$ cat src/rtl/parc_core_dpath_wb_arbiter_if.sv
// Long-latency result handshake into the writeback arbiter.
// master: mul/div result producer; slave: arbiter queue.
interface parc_core_dpath_wb_arbiter_if;
    logic        ll_val;
    logic        ll_rdy;
    logic [4:0]  ll_waddr;
    logic [31:0] ll_wdata;

    modport master (
        output ll_val,
        output ll_waddr,
        output ll_wdata,
        input  ll_rdy
    );

    modport slave (
        input  ll_val,
        input  ll_waddr,
        input  ll_wdata,
        output ll_rdy
    );
endinterface

$ cat src/rtl/parc_core_dpath_wb_arbiter.sv
// Register-file write-port arbiter: W stage has priority, mul/div results
// queue in a FIFO; keeps a pending scoreboard and raises wb_stall on starvation.
// Ports: clk, reset (async, active low), pipe_wen/waddr/wdata (W stage),
// ll (interface slave: val/rdy/waddr/wdata), ll_issue_val/waddr (scoreboard set),
// pending[31:0], wb_stall, wen_p/waddr_p/wdata_p (regfile write port).
module parc_core_dpath_wb_arbiter #(
    parameter int LLQ_DEPTH  = 2,
    parameter int STARVE_MAX = 4
) (
    input  logic        clk,
    input  logic        reset,
    input  logic        pipe_wen,
    input  logic [4:0]  pipe_waddr,
    input  logic [31:0] pipe_wdata,
    parc_core_dpath_wb_arbiter_if.slave ll,
    input  logic        ll_issue_val,
    input  logic [4:0]  ll_issue_waddr,
    output logic [31:0] pending,
    output logic        wb_stall,
    output logic        wen_p,
    output logic [4:0]  waddr_p,
    output logic [31:0] wdata_p
);

    localparam int PW = (LLQ_DEPTH > 1) ? $clog2(LLQ_DEPTH) : 1;
    localparam int CW = $clog2(LLQ_DEPTH + 1);
    localparam int SW = $clog2(STARVE_MAX + 1);

    logic [PW-1:0] head_q, tail_q;
    logic [CW-1:0] count_q, count_nxt;
    logic          rdy_q, rdy_nxt;
    logic [SW-1:0] starve_q, starve_nxt;
    logic          stall_q, stall_nxt;
    logic [31:0]   pend_q, pend_nxt;

    logic [4:0]    q_addr [LLQ_DEPTH];
    logic [31:0]   q_data [LLQ_DEPTH];

    logic          enq, deq, nonempty, blocked;
    logic [4:0]    head_addr;
    logic [31:0]   head_data;

    assign nonempty  = (count_q != '0);
    assign enq       = ll.ll_val && rdy_q;
    assign deq       = !pipe_wen && nonempty;
    assign blocked   = pipe_wen && nonempty;
    assign head_addr = q_addr[head_q];
    assign head_data = q_data[head_q];

    assign ll.ll_rdy = rdy_q;
    assign pending   = pend_q;
    assign wb_stall  = stall_q;

    always_comb begin
        wen_p   = 1'b0;
        waddr_p = '0;
        wdata_p = '0;
        unique case (1'b1)
            pipe_wen: begin
                wen_p   = (pipe_waddr != 5'd0);
                waddr_p = pipe_waddr;
                wdata_p = pipe_wdata;
            end
            deq: begin
                wen_p   = (head_addr != 5'd0);
                waddr_p = head_addr;
                wdata_p = head_data;
            end
            default: ;
        endcase
    end

    always_comb begin
        count_nxt = count_q;
        unique case ({enq, deq})
            2'b10:   count_nxt = count_q + CW'(1);
            2'b01:   count_nxt = count_q - CW'(1);
            default: count_nxt = count_q;
        endcase
        // ll_rdy is registered so no path from ll_val reaches it
        rdy_nxt = (count_nxt != CW'(LLQ_DEPTH));
    end

    always_comb begin
        starve_nxt = '0;
        stall_nxt  = 1'b0;
        if (blocked) begin
            if (starve_q == SW'(STARVE_MAX - 1)) begin
                stall_nxt = 1'b1;
            end else begin
                starve_nxt = starve_q + SW'(1);
            end
        end
    end

    // Set after clear: a same-cycle issue is newer than the retiring write
    always_comb begin
        pend_nxt = pend_q;
        if (deq) begin
            pend_nxt[head_addr] = 1'b0;
        end
        if (ll_issue_val && (ll_issue_waddr != 5'd0)) begin
            pend_nxt[ll_issue_waddr] = 1'b1;
        end
        pend_nxt[0] = 1'b0;
    end

    always_ff @(posedge clk or negedge reset) begin
        if (!reset) begin
            head_q   <= '0;
            tail_q   <= '0;
            count_q  <= '0;
            rdy_q    <= 1'b1;
            starve_q <= '0;
            stall_q  <= 1'b0;
            pend_q   <= '0;
        end else begin
            if (deq) head_q <= head_q + PW'(1);
            if (enq) tail_q <= tail_q + PW'(1);
            count_q  <= count_nxt;
            rdy_q    <= rdy_nxt;
            starve_q <= starve_nxt;
            stall_q  <= stall_nxt;
            pend_q   <= pend_nxt;
        end
    end

    always_ff @(posedge clk) begin
        if (enq) begin
            q_addr[tail_q] <= ll.ll_waddr;
            q_data[tail_q] <= ll.ll_wdata;
        end
    end

endmodule

$ cat src/flat_wrapper.sv
// flat-port wrapper written by rule: the top's interface ports become plain ports
module parc_core_dpath_wb_arbiter_flat 
#(
    parameter int LLQ_DEPTH  = 2,
    parameter int STARVE_MAX = 4
)
  (clk, reset, pipe_wen, pipe_waddr, pipe_wdata, ll_issue_val, ll_issue_waddr, pending, wb_stall, wen_p, waddr_p, wdata_p, ll_ll_val, ll_ll_waddr, ll_ll_wdata, ll_ll_rdy);
  parc_core_dpath_wb_arbiter_if ll_i ();
  input  logic clk;
  input  logic reset;
  input  logic pipe_wen;
  input  logic [4:0] pipe_waddr;
  input  logic [31:0] pipe_wdata;
  input  logic ll_issue_val;
  input  logic [4:0] ll_issue_waddr;
  output logic [31:0] pending;
  output logic wb_stall;
  output logic wen_p;
  output logic [4:0] waddr_p;
  output logic [31:0] wdata_p;
  input wire logic [$bits(ll_i.ll_val)-1:0] ll_ll_val;
  input wire logic [$bits(ll_i.ll_waddr)-1:0] ll_ll_waddr;
  input wire logic [$bits(ll_i.ll_wdata)-1:0] ll_ll_wdata;
  output wire logic [$bits(ll_i.ll_rdy)-1:0] ll_ll_rdy;
  assign ll_i.ll_val = ll_ll_val;
  assign ll_i.ll_waddr = ll_ll_waddr;
  assign ll_i.ll_wdata = ll_ll_wdata;
  assign ll_ll_rdy = ll_i.ll_rdy;
  parc_core_dpath_wb_arbiter #(.LLQ_DEPTH(LLQ_DEPTH), .STARVE_MAX(STARVE_MAX)) u_core (.clk(clk), .reset(reset), .pipe_wen(pipe_wen), .pipe_waddr(pipe_waddr), .pipe_wdata(pipe_wdata), .ll(ll_i), .ll_issue_val(ll_issue_val), .ll_issue_waddr(ll_issue_waddr), .pending(pending), .wb_stall(wb_stall), .wen_p(wen_p), .waddr_p(waddr_p), .wdata_p(wdata_p));
endmodule
$ cat config.mk
export PLATFORM = sky130hd
export DESIGN_NAME = parc_core_dpath_wb_arbiter_flat
export DESIGN_NICKNAME = d
export VERILOG_FILES = /design/src/rtl/parc_core_dpath_wb_arbiter_if.sv /design/src/rtl/parc_core_dpath_wb_arbiter.sv /design/src/flat_wrapper.sv
export SDC_FILE = /design/constraint.sdc
export NUM_CORES = 1
export LEC_CHECK = 0
export BUFFER_PORTS_ARGS = -buffer_cell sky130_fd_sc_hd__buf_4
export CAP_MARGIN = 20
export CORE_UTILIZATION = 48
export CTS_BUF_LIST = sky130_fd_sc_hd__clkbuf_8
export CTS_CLUSTER_SIZE = 20
export DETAILED_ROUTE_END_ITERATION = 7
export MAX_ROUTING_LAYER = met4
export PLACE_DENSITY = 0.85
export REMOVE_ABC_BUFFERS = 1
export SETUP_SLACK_MARGIN = 0.5
export SYNTH_ARGS = -nofsm -noshare
export SYNTH_HDL_FRONTEND = slang
export SYNTH_SLANG_ARGS = --single-unit
export TNS_END_PERCENT = 30
$ cat constraint.sdc
create_clock -name clk -period 2.4 [get_ports clk]
set_input_delay 0.24 -clock clk [delete_from_list [all_inputs] [get_ports clk]]
set_output_delay 0.24 -clock clk [all_outputs]
set_load 0.02 [all_outputs]
* Word-level counts from Yosys, hierarchy flattened
Memory sizes are Yosys's and may differ from the RTL's. Cells that the tools add are included.
Word-level totals: bits of input ports 84, word-level logic and storage cells 52, RAM bits 74, flip-flop bits (word level) 40, output and inout port bits 72, memories kept 2
Memories:
- u_core.q_data | words 2, width 32, rd ports 1, clocked after memory_dff 0, write ports 1, line parc_core_dpath_wb_arbiter.sv:37 | logic [31:0] q_data [LLQ_DEPTH];
- u_core.q_addr | words 2, width 5, rd ports 1, clocked after memory_dff 0, write ports 1, line parc_core_dpath_wb_arbiter.sv:36 | logic [4:0] q_addr [LLQ_DEPTH];
Cells by class: $lt $le $gt $ge 4, multiplexer cells 16, add/sub/neg operators 5, eq/ne operators 4, bitwise operators 3, reductions and logical operators 11
Operator list (count):
- $mux 32 | 2
- $pmux 32 s2 | 1
- $and 32x32->32 | 1
- $not 32->32 | 1
- $or 32x32->32 | 1
- $reduce_bool 5->1 | 3
- $lt 5x6->1 const B | 2
- $demux 1 s5 | 2
- $ge 5x1->1 const B | 2
- $pmux 5 s2 | 1
- $logic_and 1x1->1 | 6
- $mux 1 | 6
- $mux 3 | 2
- $pmux 2 s2 | 1
- $add 3x1->3 const B | 1
- $eq 3x2->1 const B | 1
- $add 1x1->1 const B | 2
- $add 2x1->2 const B | 1
- $eq 2x1->1 const B | 1
- $eq 2x2->1 const B | 1
- $ne 2x2->1 const B | 1
- $pmux 1 s2 | 1
- $reduce_bool 2->1 | 1
- $sub 2x1->2 const B | 1
- $logic_not 1->1 | 1

* Longest topological paths before layout
Gate-level depths: netlist of the first run. An unclocked memory read counts as a cell.
word-level depth 10, mapped depth 8, gate-level depth less buffers 6

* Least setup slack after synthesis of the first run
No wires, ideal clock.
path kind register to register, from register u_core.rdy_q (netlist: u_core.ll.ll_rdy), to memory u_core.q_addr[0][0] (enable), arrival 2268 ps, data required time 1969 ps, setup slack -299 ps, buffers on the path 0, library setup time 431 ps, cell stages (with the launch flop) 3, period minus slack after synthesis 2699 ps, cells stage by stage dfstp_2 -> nand2_1 -> nor2_1
Between the ends: longest elaborated chain between the ends 3
RTL lines:
- from (decl) | line parc_core_dpath_wb_arbiter.sv:31 | logic rdy_q, rdy_nxt;
- from (signal assigned) | line parc_core_dpath_wb_arbiter.sv:121 | rdy_q <= rdy_nxt;
- $logic_and 1x1->1 | line parc_core_dpath_wb_arbiter.sv:44 | assign enq = ll.ll_val && rdy_q;
- $mux 1 | line parc_core_dpath_wb_arbiter.sv:129 | if (enq) begin
- $mux 1 (implied by the code) | line parc_core_dpath_wb_arbiter.sv:130 | q_addr[tail_q] <= ll.ll_waddr;
- to (decl) | line parc_core_dpath_wb_arbiter.sv:36
No other way between the ends.

* Worst setup path after layout of the first run
from register u_core.head_q, to output port wen_p
Between the ends: longest elaborated chain between the ends 3
RTL lines:
- from (decl) | line parc_core_dpath_wb_arbiter.sv:29 | logic [PW-1:0] head_q, tail_q;
- from (signal assigned) | line parc_core_dpath_wb_arbiter.sv:118 | if (deq) head_q <= head_q + PW'(1);
- $mem_v2 2x5
- $reduce_bool 5->1 | line parc_core_dpath_wb_arbiter.sv:65 | wen_p = (head_addr != 5'd0);
- $pmux 1 s2 | line parc_core_dpath_wb_arbiter.sv:58 | unique case (1'b1)
- to (decl) | line flat_wrapper.sv:18 | output logic wen_p;
No other way between the ends.

==> results of run 1 <==
-- metal layers --
layer / wire (µm) / vias up / share of wire [%] / global-route usage [%]
li1: - / 1929 / - / -
met1: 5720 / 2096 / 38 / 32.7
met2: 7620 / 287 / 51 / 46.6
met3: 1220 / 36 / 8.2 / 6.62
met4: 429 / 0 / 2.9 / 11.1
met5: 0 / - / 0 / -
-- critical path, cell delays in order, from the launching register on --
cell	delay [ns]
dfrtp_4	0.53
or3_4	0.39
a221oi_2	0.24
o21ai_1	0.11
buf_4	0.18
-- cells in the mapped netlist --
| cell type | n | area (µm²) |
|---|---|---|
| nor4b_1 | 1 | 8.76 |
| nand3b_1 | 5 | 37.5 |
| and2_1 | 1 | 6.26 |
| or3b_4 | 4 | 45.0 |
| conb_1 | 1 | 3.75 |
| mux2_2 | 1 | 11.3 |
| clkbuf_1 | 8 | 30.0 |
| a211oi_1 | 1 | 7.51 |
| and3_1 | 1 | 6.26 |
| mux2i_4 | 1 | 22.5 |
| nor4bb_1 | 3 | 30.0 |
| buf_4 | 2 | 15.0 |
| buf_1 | 3 | 11.3 |
| nor2b_1 | 4 | 25.0 |
| or3_1 | 2 | 12.5 |
| edfxtp_1 | 74 | 2220 |
| and4b_1 | 3 | 30.0 |
| o21bai_1 | 2 | 15.0 |
| o21a_1 | 1 | 7.51 |
| xnor2_1 | 4 | 35.0 |
| nor3_1 | 2 | 10.0 |
| nand2_1 | 38 | 143 |
| dfrtp_1 | 39 | 976 |
| and4_1 | 1 | 8.76 |
| ha_1 | 2 | 25.0 |
| buf_6 | 5 | 56.3 |
| buf_2 | 3 | 15.0 |
| inv_1 | 33 | 124 |
| or4_1 | 1 | 7.51 |
| o21ai_1 | 1 | 5.00 |
| or2_2 | 1 | 6.26 |
| a211oi_2 | 7 | 87.6 |
| nor3b_1 | 1 | 7.51 |
| o21ai_0 | 70 | 350 |
| mux2i_1 | 36 | 360 |
| or3b_1 | 2 | 17.5 |
| dfstp_2 | 1 | 26.3 |
| a32oi_1 | 31 | 272 |
| nor2_1 | 3 | 11.3 |
| nand3b_4 | 1 | 20.0 |
| nand3_1 | 2 | 10.0 |
| a221oi_1 | 1 | 8.76 |
-- sequential cells by signal (all words and copies together), names as in the netlist --
| name | cells |
|---|---|
| u_core.count_q | 2 |
| u_core.q_addr | 10 |
| u_core.q_data | 64 |
| u_core.pending | 31 |
| u_core.ll.ll_rdy | 1 |
| u_core.wb_stall | 1 |
| u_core.tail_q | 1 |
| u_core.starve_q | 3 |
| u_core.head_q | 1 |
-- layout make-up --
class                      count  area (µm²)  share of cell area, %
clock buffer                  17         234                   3.13
clock inverter                15         169                   2.26
inverter                      33         124                   1.66
multi-input combinational    235        1760                   23.6
sequential                   114        3230                   43.2
tap                          136         170                   2.28
timing repair buffer         210        1780                   23.9
-- power by group --
| group | total [W] | internal, W | switching [W] |
|---|---|---|---|
| clock network | 0.00182 | 0.00101 | 0.000801 |
| logic | 0.00282 | 0.00133 | 0.00150 |
| registers | 0.00274 | 0.00251 | 0.000226 |
| total | 0.00738 | 0.00485 | 0.00252 |
-- how the worst max path moves through the flow --
stage / startpoint / to / slack [ns] / cells past startpoint
final: u_core.head_q / wen_p / 0.28 / 4
after global routing: u_core.head_q / wen_p / 0.23 / 4
after CTS: u_core.head_q / wen_p / 0.24 / 4
after detailed placement: u_core.head_q / wen_p / 0.45 / 4
after global placement: u_core.head_q / wen_p / 0.47 / 4
after floorplan: u_core.count_q[0] / u_core.count_q[1] / -0.69 / 5
-- kinds of logic after synthesis --
kind of cell	synth area share [%]
adders and majority gates	0.488
and+or+nand+nor	8.63
AOI/OAI and AO/OA	14.7
buffers and inverters	4.90
xor gates and xnor gates	0.683
muxes	7.68
DFF	62.9
other	0.0731
-- repair_timing --
item / CTS / global route
hold buffers: 38 / 0
pin swaps: 5 / 5
buffers inserted: 7 / 2
hold endpoints to repair: 113 / 0
gates resized for setup: 22 / 29
cloned: 1 / 2
endpoints found under the setup margin: 38 / 62
-- metrics by stage --
step           setup TNS [ns]  cells  worst slack [ns]  power [W]
3_3_place_gp                0    678             0.473    0.00494
3_5_place_dp                0    678             0.446    0.00503
6_report                    0    760             0.279    0.00738
4_1_cts                     0    756             0.242    0.00708
2_1_floorplan          -38.64    382            -0.689    0.00413
5_1_grt                     0    760             0.233    0.00766
==> results.toml, run 1 <==
[status]
outcome = "completed"

[sta]
fmax_mhz = 471
hold-worst-slack_ns = 0.238
finalHoldViolations = 0
min_period_over_period_pct = 88.4
slew_violations = 0
rsz0062_at_grt = "yes"
setup_viol_count_final = 0
clock_skew_ns = 0.0103
slew-limit-headroom_pct = 38.5
finalCriticalPeriod_ns = 2.12
worst_pin_slew_ns = 0.910

[yosys]
ys_ff_latch = 114
synth_cell_types = 42
mappedNetlistArea_um2 = 5130
syn-mean-instance-area_um2 = 12.7
synthCells = 403
seq_area_frac_synth_pct = 62.9
yosys_warnings = 0

[routing]
drcViolationCount = 0
num_vias = 4348
drt_iter0_drc = 296
avgViaCountPerCell = 5.72
routed_wl_mm = 15.0
final_antenna_net_count = 0
drt-pass1-iter-count = 4
wire_per_inst_um = 19.7

[hold_path]
hp-start = "ll_ll_val"
hold_path.class = "primary input to register"
whs_path_depth = 3
worstHoldEndpoint = "u_core.tail_q"

[grt]
globalRouteOverflowTotal = 0
antenna_found_initial = 0
grt_max_degree = 48
grt_usage_pct = 27.9
grt_pass1_vias = 4391
grt_pass1_wl_mm = 22.8

[final_layout]
area_growth_pct = 45.6
utilization_pct = 72.4
nNetsFinal = 697
layout_commonest_cell = "buf_4"
drive_gt1_share_pct = 38.0
diodes = 0
n_fill_cell = 654
final_cell_mix = "163 x buf_4, 74 x edfxtp_1, 49 x o21ai_0"
final_cell_area_um2 = 7470

[clock_tree]
root_buffer = "clkbuf_8"
cts_tree = "done"
numClockSinks = 114
clk_latency_ns = 0.42
clock_path_buffers = 2
path_clk_slew_ns = 0.07
h-tree-depth = 4
cts_buffers = 17

[worst_setup_path]
reg2reg_from = "u_core.head_q"
r2r-end = "u_core.pending[13]"
crit_path_start_kind = "register"
path_class = "register to output port"
r2r_slack_ns = 0.38
required_ns = 2.16
cp_max_fo = 8
crit_path_end_kind = "output port"
cp.arrival_ns = 1.88
r2r_cells = 5

[place]
routabilityCongestion = 0.925
hpwl_mm = 8.73
place_area_um2 = 6420
portBuffers = 154

[power]
power_density_nw_per_um2 = 988
ir_drop_uv = 678
total_leakage_power_nw = 3.19

[floorplan]
dieArea_um2 = 11100
die_h_um = 105
core_um2 = 10300
start_util_pct = 49.7
io_pins = 156
row_count = 37
die_w_um = 105

[job]
maxCapViolations = 0
(Power assumes the default switching activity.)
==> run 2: changes to the inputs <==
CORE_UTILIZATION = 43   (was 48)
PLACE_DENSITY = 0.78   (was 0.85)
==> run 2 against run 1 <==
- the flow now finishes with violations (design-rule violations)
- cell area is 0.52% lower
- non-clock buffer count is 5 higher
- combinational power is 2% lower
- first-iteration DRC count is 14% higher
- core utilization is 7.8 points lower
- critical path type is now register to register
- clock skew is 0.0045 ns higher
- wire length is 7.1% lower
- critical path depth is 2 higher
- sequential share of layout area is 0.21 points higher
- worst hold slack worse by 0.028 ns
- global-route usage is 4.2 points lower
- clock-buffer cell count stayed put
==> results.toml, run 2 (synthesized netlist as in run 1, its figures left out) <==
[job]
maxCapViolations = 0

[grt]
grt_max_degree = 41
grt_pass1_wl_mm = 22.0
antenna_found_initial = 0
grt_usage_pct = 23.7
globalRouteOverflowTotal = 0
grt_pass1_vias = 4315

[sta]
slew_violations = 0
fmax_mhz = 472
slew-limit-headroom_pct = 43.9
min_period_over_period_pct = 88.2
finalCriticalPeriod_ns = 2.12
setup_viol_count_final = 0
hold-worst-slack_ns = 0.210
rsz0062_at_grt = "yes"
worst_pin_slew_ns = 0.829
clock_skew_ns = 0.0148
finalWorstSetupSlack_ns = 0.283
finalHoldViolations = 0

[routing]
drcViolationCount = 22
avgViaCountPerCell = 5.51
routed_wl_mm = 13.9
drt_iter0_drc = 337
final_antenna_net_count = 0
num_vias = 4263
wire_per_inst_um = 18.0
drt-pass1-iter-count = 7

[final_layout]
diodes = 0
area_growth_pct = 44.9
largest_reg_flops = 64
n_fill_cell = 831
nNetsFinal = 703
drive_gt1_share_pct = 37.9
layout_commonest_cell = "buf_4"
final_cell_mix = "171 x buf_4, 74 x edfxtp_1, 54 x o21ai_0"
regMostFlops = "u_core.q_data"

[status]
outcome = "complete, but fails checks"
failed_checks = "design-rule violations"

[clock_tree]
numClockSinks = 114
cts_buffers = 17
cts_tree = "done"
root_buffer = "clkbuf_8"
clk_latency_ns = 0.42
clock_path_buffers = 2
path_clk_slew_ns = 0.08
h-tree-depth = 4

[power]
power_density_nw_per_um2 = 963
ir_drop_uv = 565
p_total_w = 0.00716
total_leakage_power_nw = 3.21

[worst_setup_path]
crit_path_start_kind = "register"
r2r_cells = 6
cp.arrival_ns = 2.39
path_class = "register to register"
crit_path_end_kind = "register"
cp_max_fo = 12
required_ns = 2.67

[floorplan]
core_um2 = 11500
dieArea_um2 = 12400
io_pins = 156
die_w_um = 111
die_h_um = 111
row_count = 39
start_util_pct = 44.5

[place]
dp_slack_ns = 0.369
hpwl_mm = 8.95
routabilityCongestion = 0.906
portBuffers = 154

[hold_path]
whs_path_depth = 3
hold_path.class = "primary input to register"
-- run 2: cell types whose count changed in the layout (fill, tap and decap cells not counted), moves of 3 or more --
cell	before	now
buf_4	163	171
bufinv_16	3	0
clkinvlp_4	6	3
inv_6	0	6
inv_8	0	4
mux2i_1	28	33
mux2i_2	6	1
o21ai_0	49	54
o21ai_2	3	0
-- run 2: path summary, 6_finish.rpt --
check | from | endpoint | slack, ns
max reg2reg | u_core.head_q | u_core.pending[22] | 0.28
min reg2reg | u_core.starve_q[0] | u_core.starve_q[0] | 0.45
min | ll_ll_val | u_core.tail_q | 0.21
max in group asynchronous | reset | u_core.count_q[0] | 1.66
max | u_core.head_q | u_core.pending[22] | 0.28
min in group asynchronous | reset | u_core.pending[5] | 0.36
-- run 2: critical path, stage by stage, from the launching register on --
cell and delay (ns):
dfrtp_2 0.45, buf_4 0.15, buf_4 0.14, buf_4 0.18, or3b_4 0.45, a211oi_2 0.45
o21ai_0 0.16
-- run 2: repair_timing --
action,CTS,global route
hold endpoints to repair,113,0
gates resized for setup,28,7
hold buffers,38,0
pin swaps,3,1
setup endpoints to repair,42,55
setup buffers,12,2
gates cloned,3,0
-- run 2: power breakdown --
group,switching (W),internal [W],total [W]
sequential,0.000207,0.00251,0.00271
combinational,0.00144,0.00132,0.00276
clock,0.000921,0.000763,0.00168
total,0.00257,0.00459,0.00716
-- run 2: through the flow --
step | util [%] | std cells | cell area, µm² | setup TNS, ns
floorplan | - | 382 | 5000 | -38.64
global placement | 55.8 | 686 | 6420 | 0
detailed placement | 55.8 | 686 | 6420 | 0
CTS | 64.4 | 771 | 7420 | 0
global route | 64.5 | 773 | 7430 | 0
finish | 64.5 | 773 | 7430 | 0
-- run 2: area by class of cell --
class	count	area, µm²	area share, %
clock buffer	17	234	3.15
clock inverter	15	138	1.85
inverter	33	124	1.67
multi-input combinational	236	1740	23.5
sequential	114	3230	43.4
tap	143	179	2.41
timing repair buffer	215	1790	24.0
-- run 2: layer usage --
metal	global-route usage (%)	share of wire, %	up-vias	routed length (µm)
li1	-	-	1946	-
met3	4.54	7.7	19	1080
met2	39.9	50	234	6990
met1	28.6	40	2064	5620
met4	8.20	1.7	0	238
met5	-	0	-	0
